==> src/rtl/rep_sequencer.sv <==
// rep_sequencer: issues one string-element iteration per handshake for
// REP/REPE/REPNE string instructions, stepping ESI/EDI, counting ECX down and
// stopping early on ZF for CMPS/SCAS. Final ECX/ESI/EDI are held for writeback.
// Optional feature macro: REPSEQ_ITER_CAP_EN (bounds each instruction to
// ITER_CAP iterations and flags the cut-off on 'capped').
// Iteration handshake: iter_valid is high for the whole ISSUE state with
// iter_esi/iter_edi stable; an iteration completes in any cycle where
// iter_valid & iter_ready, and zf_in is sampled only in that cycle.
module rep_sequencer #(
    parameter int unsigned ITER_CAP = 1024
) (
    input  logic        clk,
    input  logic        rst,
    input  logic        start,
    input  logic [1:0]  rep_mode,
    input  logic        is_cmp,
    input  logic [1:0]  opnd_size,
    input  logic        df,
    input  logic [31:0] ecx_in,
    input  logic [31:0] esi_in,
    input  logic [31:0] edi_in,
    output logic        iter_valid,
    input  logic        iter_ready,
    output logic [31:0] iter_esi,
    output logic [31:0] iter_edi,
    input  logic        zf_in,
    output logic        busy,
    output logic        done,
    output logic        capped,
    output logic [31:0] ecx_out,
    output logic [31:0] esi_out,
    output logic [31:0] edi_out,
    output logic [1:0]  dbg_state
);

    typedef enum logic [1:0] {
        S_IDLE  = 2'd0,
        S_ISSUE = 2'd1,
        S_DONE  = 2'd2
    } state_t;

    localparam logic [1:0] MODE_NONE  = 2'b00;
    localparam logic [1:0] MODE_REPE  = 2'b10;
    localparam logic [1:0] MODE_REPNE = 2'b11;

    state_t      state_q, state_d;
    logic [1:0]  mode_q, mode_d;
    logic        cmp_q, cmp_d;
    logic        df_q, df_d;
    logic [2:0]  step_q, step_d;
    logic [31:0] ecx_q, ecx_d;
    logic [31:0] esi_q, esi_d;
    logic [31:0] edi_q, edi_d;
    logic [31:0] ecx_out_q, ecx_out_d;
    logic [31:0] esi_out_q, esi_out_d;
    logic [31:0] edi_out_q, edi_out_d;
    logic        capped_q, capped_d;
    logic        hs;
    logic        cap_hit;
    logic [31:0] delta;
    logic        term_normal;

    assign hs    = (state_q == S_ISSUE) && iter_ready;
    // Signed step as a 32-bit two's-complement addend; wrap-around is intended.
    assign delta = df_q ? (32'd0 - {29'd0, step_q}) : {29'd0, step_q};

`ifdef REPSEQ_ITER_CAP_EN
    logic [31:0] cnt_q, cnt_d;

    // Iteration counter: cleared on an accepted start, bumped per handshake.
    always_comb begin
        cnt_d = cnt_q;
        if (state_q == S_IDLE && start) begin
            cnt_d = '0;
        end else if (hs) begin
            cnt_d = cnt_q + 32'd1;
        end
    end

    assign cap_hit = hs && (cnt_d == ITER_CAP);

    // Iteration counter register.
    always_ff @(posedge clk or posedge rst) begin
        if (rst) cnt_q <= '0;
        else     cnt_q <= cnt_d;
    end
`else
    logic unused_cap;
    assign unused_cap = ^ITER_CAP;
    assign cap_hit    = 1'b0;
`endif

    // Next-state and working-register update for the sequencer.
    always_comb begin
        state_d     = state_q;
        mode_d      = mode_q;
        cmp_d       = cmp_q;
        df_d        = df_q;
        step_d      = step_q;
        ecx_d       = ecx_q;
        esi_d       = esi_q;
        edi_d       = edi_q;
        ecx_out_d   = ecx_out_q;
        esi_out_d   = esi_out_q;
        edi_out_d   = edi_out_q;
        capped_d    = capped_q;
        term_normal = 1'b0;
        case (state_q)
            S_IDLE: begin
                if (start) begin
                    mode_d = rep_mode;
                    cmp_d  = is_cmp;
                    df_d   = df;
                    case (opnd_size)
                        2'b00:   step_d = 3'd1;
                        2'b01:   step_d = 3'd2;
                        default: step_d = 3'd4;
                    endcase
                    ecx_d = ecx_in;
                    esi_d = esi_in;
                    edi_d = edi_in;
                    if (rep_mode != MODE_NONE && ecx_in == 32'd0) begin
                        state_d   = S_DONE;
                        ecx_out_d = ecx_in;
                        esi_out_d = esi_in;
                        edi_out_d = edi_in;
                        capped_d  = 1'b0;
                    end else begin
                        state_d = S_ISSUE;
                    end
                end
            end
            S_ISSUE: begin
                if (hs) begin
                    esi_d = esi_q + delta;
                    edi_d = edi_q + delta;
                    if (mode_q != MODE_NONE) ecx_d = ecx_q - 32'd1;
                    term_normal = (mode_q == MODE_NONE) ||
                                  (ecx_q == 32'd1) ||
                                  (mode_q == MODE_REPE  && cmp_q && !zf_in) ||
                                  (mode_q == MODE_REPNE && cmp_q &&  zf_in);
                    if (term_normal || cap_hit) begin
                        state_d   = S_DONE;
                        ecx_out_d = ecx_d;
                        esi_out_d = esi_d;
                        edi_out_d = edi_d;
                        capped_d  = cap_hit && !term_normal;
                    end
                end
            end
            S_DONE: begin
                state_d  = S_IDLE;
                capped_d = 1'b0;
            end
            default: state_d = S_IDLE;
        endcase
    end

    // State and datapath registers; everything clears on reset.
    always_ff @(posedge clk or posedge rst) begin
        if (rst) begin
            state_q   <= S_IDLE;
            mode_q    <= '0;
            cmp_q     <= 1'b0;
            df_q      <= 1'b0;
            step_q    <= '0;
            ecx_q     <= '0;
            esi_q     <= '0;
            edi_q     <= '0;
            ecx_out_q <= '0;
            esi_out_q <= '0;
            edi_out_q <= '0;
            capped_q  <= 1'b0;
        end else begin
            state_q   <= state_d;
            mode_q    <= mode_d;
            cmp_q     <= cmp_d;
            df_q      <= df_d;
            step_q    <= step_d;
            ecx_q     <= ecx_d;
            esi_q     <= esi_d;
            edi_q     <= edi_d;
            ecx_out_q <= ecx_out_d;
            esi_out_q <= esi_out_d;
            edi_out_q <= edi_out_d;
            capped_q  <= capped_d;
        end
    end

    assign iter_valid = (state_q == S_ISSUE);
    assign iter_esi   = esi_q;
    assign iter_edi   = edi_q;
    assign busy       = (state_q != S_IDLE);
    assign done       = (state_q == S_DONE);
    assign capped     = (state_q == S_DONE) && capped_q;
    assign ecx_out    = ecx_out_q;
    assign esi_out    = esi_out_q;
    assign edi_out    = edi_out_q;
    assign dbg_state  = state_q;

endmodule

==> config.mk <==
export PLATFORM = sky130hd
export DESIGN_NAME = rep_sequencer
export DESIGN_NICKNAME = d
export VERILOG_FILES = /design/src/rtl/rep_sequencer.sv
export SDC_FILE = /design/constraint.sdc
export NUM_CORES = 1
export LEC_CHECK = 0
export CORE_AREA = 2 2 187 189
export CTS_CLUSTER_DIAMETER = 30
export CTS_CLUSTER_SIZE = 30
export DETAILED_ROUTE_END_ITERATION = 12
export DIE_AREA = 0 0 189 191
export GPL_TIMING_DRIVEN = 0
export PLACE_DENSITY_LB_ADDON = 0.25
export SLEW_MARGIN = 15
export SYNTH_ARGS = -nofsm -noshare
export SYNTH_HDL_FRONTEND = slang
export SYNTH_SLANG_ARGS = --single-unit
export TNS_END_PERCENT = 5
==> constraint.sdc <==
create_clock -name clk -period 15.8 [get_ports clk]
set_input_delay 3.16 -clock clk [delete_from_list [all_inputs] [get_ports clk]]
set_output_delay 3.16 -clock clk [all_outputs]
set_load 0.02 [all_outputs]
==> run_summary.xml <==
<?xml version="1.0" encoding="UTF-8"?>
<metrics>
  <group name="outcome">
    <metric name="status" unit="">complete, no violations</metric>
  </group>
  <group name="worst_setup_path">
    <metric name="timing.critical_path.slowest_cell_delay" unit="ns">0.68</metric>
    <metric name="critical_path_peak_fanout" unit="">10</metric>
    <metric name="critical-path-slowest-cell" unit="">sky130_fd_sc_hd__nand3b_1</metric>
    <metric name="reg2reg_to" unit="">iter_esi[30]</metric>
    <metric name="r2r_slack" unit="ns">10.90</metric>
    <metric name="critical-path-top-delay-family" unit="">simple AND/OR/NAND/NOR gates</metric>
    <metric name="timing.critical_path.cells" unit="">clkdlybuf4s50_1 &gt; nor4_1 &gt; nand4_1 &gt; nor4_1 &gt; nand4_1 &gt; nand2_1 &gt; nand3b_1 &gt; inv_1 &gt; clkbuf_1 &gt; a31oi_1</metric>
    <metric name="critPathArrivalTime" unit="ns">6.96</metric>
    <metric name="type_of_origin_of_the_critical_path" unit="">input pin</metric>
    <metric name="critPathRequiredTime" unit="ns">16.16</metric>
    <metric name="path_buf_inv" unit="">3</metric>
    <metric name="r2r.worst_path.cells" unit="">15</metric>
    <metric name="rr_startpoint" unit="">step_q[0]</metric>
    <metric name="cp-end-kind" unit="">register</metric>
    <metric name="worstSetupPathType" unit="">in2reg</metric>
  </group>
  <group name="floorplan">
    <metric name="die-area" unit="um2">36100</metric>
    <metric name="initial_core_util" unit="">0.355</metric>
    <metric name="chipWidth" unit="um">189</metric>
    <metric name="floorplan.core_area" unit="um2">34100</metric>
    <metric name="die_height" unit="um">191</metric>
    <metric name="io_pins" unit="">273</metric>
    <metric name="placement_rows" unit="">68</metric>
  </group>
  <group name="clock_network">
    <metric name="cts-root-buf" unit="">sky130_fd_sc_hd__clkbuf_16</metric>
    <metric name="tritoncts" unit="">yes</metric>
    <metric name="ctsHoldBuffers" unit="">0</metric>
    <metric name="cts_buffer_depth" unit="">3</metric>
    <metric name="cts_htree_levels" unit="">2</metric>
    <metric name="worst_path_clk_slew" unit="ns">0.04</metric>
    <metric name="post-cts-setup-buffers" unit="">0</metric>
    <metric name="cts_made_buffers" unit="">54</metric>
    <metric name="cts-resized-gates" unit="">0</metric>
    <metric name="insertion_delay" unit="ns">0.55</metric>
    <metric name="tritoncts_num_sinks" unit="">201</metric>
  </group>
  <group name="logic_synthesis">
    <metric name="asyncSetResetFlopFracSynth" unit="">1.00</metric>
    <metric name="synth_edf_count" unit="">0</metric>
    <metric name="synth_warnings" unit="">0</metric>
    <metric name="synth_area" unit="um2">12100</metric>
    <metric name="netlist_instances" unit="">1438</metric>
    <metric name="yosys.cell_types.count" unit="">72</metric>
    <metric name="most_used_flip_flop_cell_after_synthesis" unit="">sky130_fd_sc_hd__dfrtp_1</metric>
    <metric name="yosys_top_cell_area_share" unit="">0.415</metric>
    <metric name="ys_seq_area_frac" unit="">0.415</metric>
    <metric name="synth_fp_nets" unit="">1612</metric>
    <metric name="netlist.top_cell.by_area" unit="">sky130_fd_sc_hd__dfrtp_1</metric>
    <metric name="synth.avg_cell_area" unit="um2">8.42</metric>
    <metric name="synth-seq-cells" unit="">201</metric>
    <metric name="post_synth_main_area_contributors" unit="">sky130_fd_sc_hd__dfrtp_1 42%, sky130_fd_sc_hd__o21ai_0 8.3%, sky130_fd_sc_hd__nand2_1 7.9%, sky130_fd_sc_hd__ha_1 6.7%, sky130_fd_sc_hd__a21oi_1 5.7%</metric>
  </group>
  <group name="sta">
    <metric name="grt_setup_unrepaired" unit="">false</metric>
    <metric name="timing.setup.tns" unit="ns">0</metric>
    <metric name="setup_viol" unit="">0</metric>
    <metric name="post-route-min-period" unit="ns">6.60</metric>
    <metric name="finalMaxSlewViolations" unit="">0</metric>
    <metric name="final_min_period_over_clock_period" unit="">0.418</metric>
    <metric name="timing.clock.skew" unit="ns">0.0285</metric>
    <metric name="final_hold_viol_count" unit="">0</metric>
    <metric name="fmax" unit="GHz">0.152</metric>
    <metric name="relSlewSlack" unit="">0.160</metric>
    <metric name="timing_worst_slew_pin_value" unit="ns">1.26</metric>
  </group>
  <group name="power">
    <metric name="peakVddDrop" unit="uV">127</metric>
    <metric name="power-per-cell-area" unit="nW/um2">293</metric>
    <metric name="total_power" unit="mW">5.13</metric>
    <metric name="leakage" unit="nW">7.58</metric>
  </group>
  <group name="final_layout">
    <metric name="most_common_cell_after_layout_fill_and_taps_aside" unit="">sky130_fd_sc_hd__clkdlybuf4s50_1</metric>
    <metric name="drive_gt1_frac" unit="">0.0713</metric>
    <metric name="flow.area_growth_from_synthesis" unit="%">44.2</metric>
    <metric name="design.final.nets" unit="">1940</metric>
    <metric name="most_used_cells_in_the_layout_excluding_fill_and_tap_cells" unit="">271 x sky130_fd_sc_hd__clkdlybuf4s50_1, 256 x sky130_fd_sc_hd__nand2_1, 201 x sky130_fd_sc_hd__o21ai_0, 201 x sky130_fd_sc_hd__dfrtp_1, 138 x sky130_fd_sc_hd__a21oi_1</metric>
  </group>
  <group name="min_path">
    <metric name="hold_path_startpoint" unit="">esi_out[22]</metric>
    <metric name="timing.hold.worst.class" unit="">reg2reg</metric>
    <metric name="hold_end" unit="">esi_out[22]</metric>
    <metric name="worst_hold_path.num_cells" unit="">2</metric>
  </group>
  <group name="detailed_routing">
    <metric name="wl_per_cell" unit="um">19.7</metric>
    <metric name="drt_drc_violations_left" unit="">0</metric>
    <metric name="detail_route.first_pass.iterations" unit="">5</metric>
    <metric name="detail_route.iter0.violations" unit="">901</metric>
    <metric name="detailroute.via_count" unit="">12100</metric>
    <metric name="drt-total-wl" unit="um">44700</metric>
    <metric name="route.antenna.remaining_nets" unit="">0</metric>
    <metric name="via_density_per_instance" unit="">5.33</metric>
  </group>
  <group name="place">
    <metric name="port_buffers" unit="">271</metric>
    <metric name="finalWeightedCongestion" unit="">0.917</metric>
    <metric name="placed_wire_length_estimate" unit="um">32700</metric>
  </group>
  <group name="global_routing">
    <metric name="global_route.usage.total" unit="">0.246</metric>
    <metric name="grt_overflow" unit="">0</metric>
    <metric name="grt_max_degree" unit="">105</metric>
    <metric name="grt_antenna_before_repair" unit="">3</metric>
    <metric name="grt_pass1_vias" unit="">12300</metric>
    <metric name="grt_pass1_wl" unit="um">69600</metric>
  </group>
  <group name="run">
    <metric name="max_cap_viol_count" unit="">0</metric>
  </group>
</metrics>
[cells in the mapped netlist, drive strengths merged, types with 2 or more instances]
cell type,instances
a31o,2
a21oi,138
mux2,5
nand2,256
o22a,5
nor3b,2
clkbuf,64
o21ai,209
nor2b,11
nor3,25
buf,11
or2,3
xor2,33
dfrtp,201
and2,3
nor2,103
and3,3
fa,2
nand3b,4
mux2i,10
o21a,5
or3,14
o31ai,12
xnor2,44
nor4,14
inv,36
a31oi,14
or4,8
o21bai,10
nand2b,15
and2b,2
a2bb2oi,2
nand3,17
nand4,15
ha,65
a21o,34
a311oi,3
o211ai,3
o22ai,14
a211oi,6
o311ai,3
a21boi,2
[how the worst max path moves through the flow]
| stage | to | slack (ns) | cells past startpoint | start |
|---|---|---|---|---|
| 2_1_floorplan | cmp_q | 7.16 | 1 | rst |
| 3_3_place_gp | iter_esi[17] | 4.11 | 2 | rst |
| 3_5_place_dp | esi_out[24] | 8.66 | 10 | ecx_in[0] |
| 4_1_cts | esi_out[20] | 9.22 | 11 | ecx_in[0] |
| 5_1_grt | esi_out[24] | 9.12 | 10 | ecx_in[0] |
| 6_report | esi_out[24] | 9.20 | 10 | ecx_in[0] |
[cells by family after synthesis]
kind of cell / synth area share
AO/OA/AOI/OAI: 0.225
XOR/XNOR: 0.0563
adder cells (fa/ha/maj): 0.0704
buffers and inverters: 0.0350
flip-flops: 0.415
multiplexers: 0.0129
other: 0.000310
AND/OR/NAND/NOR: 0.184
[sequential cells by signal, summed over array words and instances (netlist names)]
signal and cells:
mode_q 2, step_q 3, ecx_out 32, ecx_q 32, esi_out 32, dbg_state 2
iter_esi 32, cmp_q 1, iter_edi 32, df_q 1, edi_out 32
[routing by layer]
layer  share of wire  global-route usage
met5               0                   0
met4           0.026              0.0820
met3           0.076              0.0512
met2            0.47               0.405
met1            0.43               0.323
[report_power, final]
group          leakage, nW  internal [mW]  switching [mW]
combinational         4.11           1.15            1.79
sequential            2.49          0.768           0.211
clock                0.976          0.873           0.344
[cell type report]
| class | instances | area (um2) |
|---|---|---|
| diodes | 2 | 5.00 |
| clock inverters | 35 | 563 |
| repair buffers | 272 | 2740 |
| inverters | 36 | 145 |
| well taps | 455 | 569 |
| flip-flops and latches | 201 | 5030 |
| plain buffers | 75 | 289 |
| multi-input cells | 1126 | 6660 |
| fillers | 3208 | 16600 |
| clock buffers | 65 | 1470 |
[worst register-to-register path, stage by stage (launching register included)]
cell	delay, ns
sky130_fd_sc_hd__dfrtp_1	0.45
sky130_fd_sc_hd__o31ai_1	0.53
sky130_fd_sc_hd__inv_4	0.39
sky130_fd_sc_hd__ha_1	0.57
sky130_fd_sc_hd__a21o_1	0.18
sky130_fd_sc_hd__a21o_1	0.17
sky130_fd_sc_hd__a21oi_1	0.21
sky130_fd_sc_hd__o21ai_0	0.13
sky130_fd_sc_hd__nor3_1	0.66
sky130_fd_sc_hd__o21ai_0	0.39
sky130_fd_sc_hd__a31oi_1	0.36
sky130_fd_sc_hd__o21bai_1	0.10
sky130_fd_sc_hd__a21oi_1	0.18
sky130_fd_sc_hd__xnor2_1	0.14
sky130_fd_sc_hd__mux2i_1	0.11
sky130_fd_sc_hd__o21ai_0	0.24
[stage by stage]
step                instance area [um2]  hold slack, ns  instances  setup slack (ns)  utilization
detailed placement                15400           0.465       2165              8.66        0.452
floorplan                         12100           0.474       1438              7.16            -
global route                      17500           0.497       2267              9.12        0.512
CTS                               17500           0.476       2265              9.22        0.512
global placement                  15400           0.462       2164              4.11        0.451
finish                            17500           0.475       2267              9.20        0.512
Note: power is estimated with default switching activity, not from simulation.
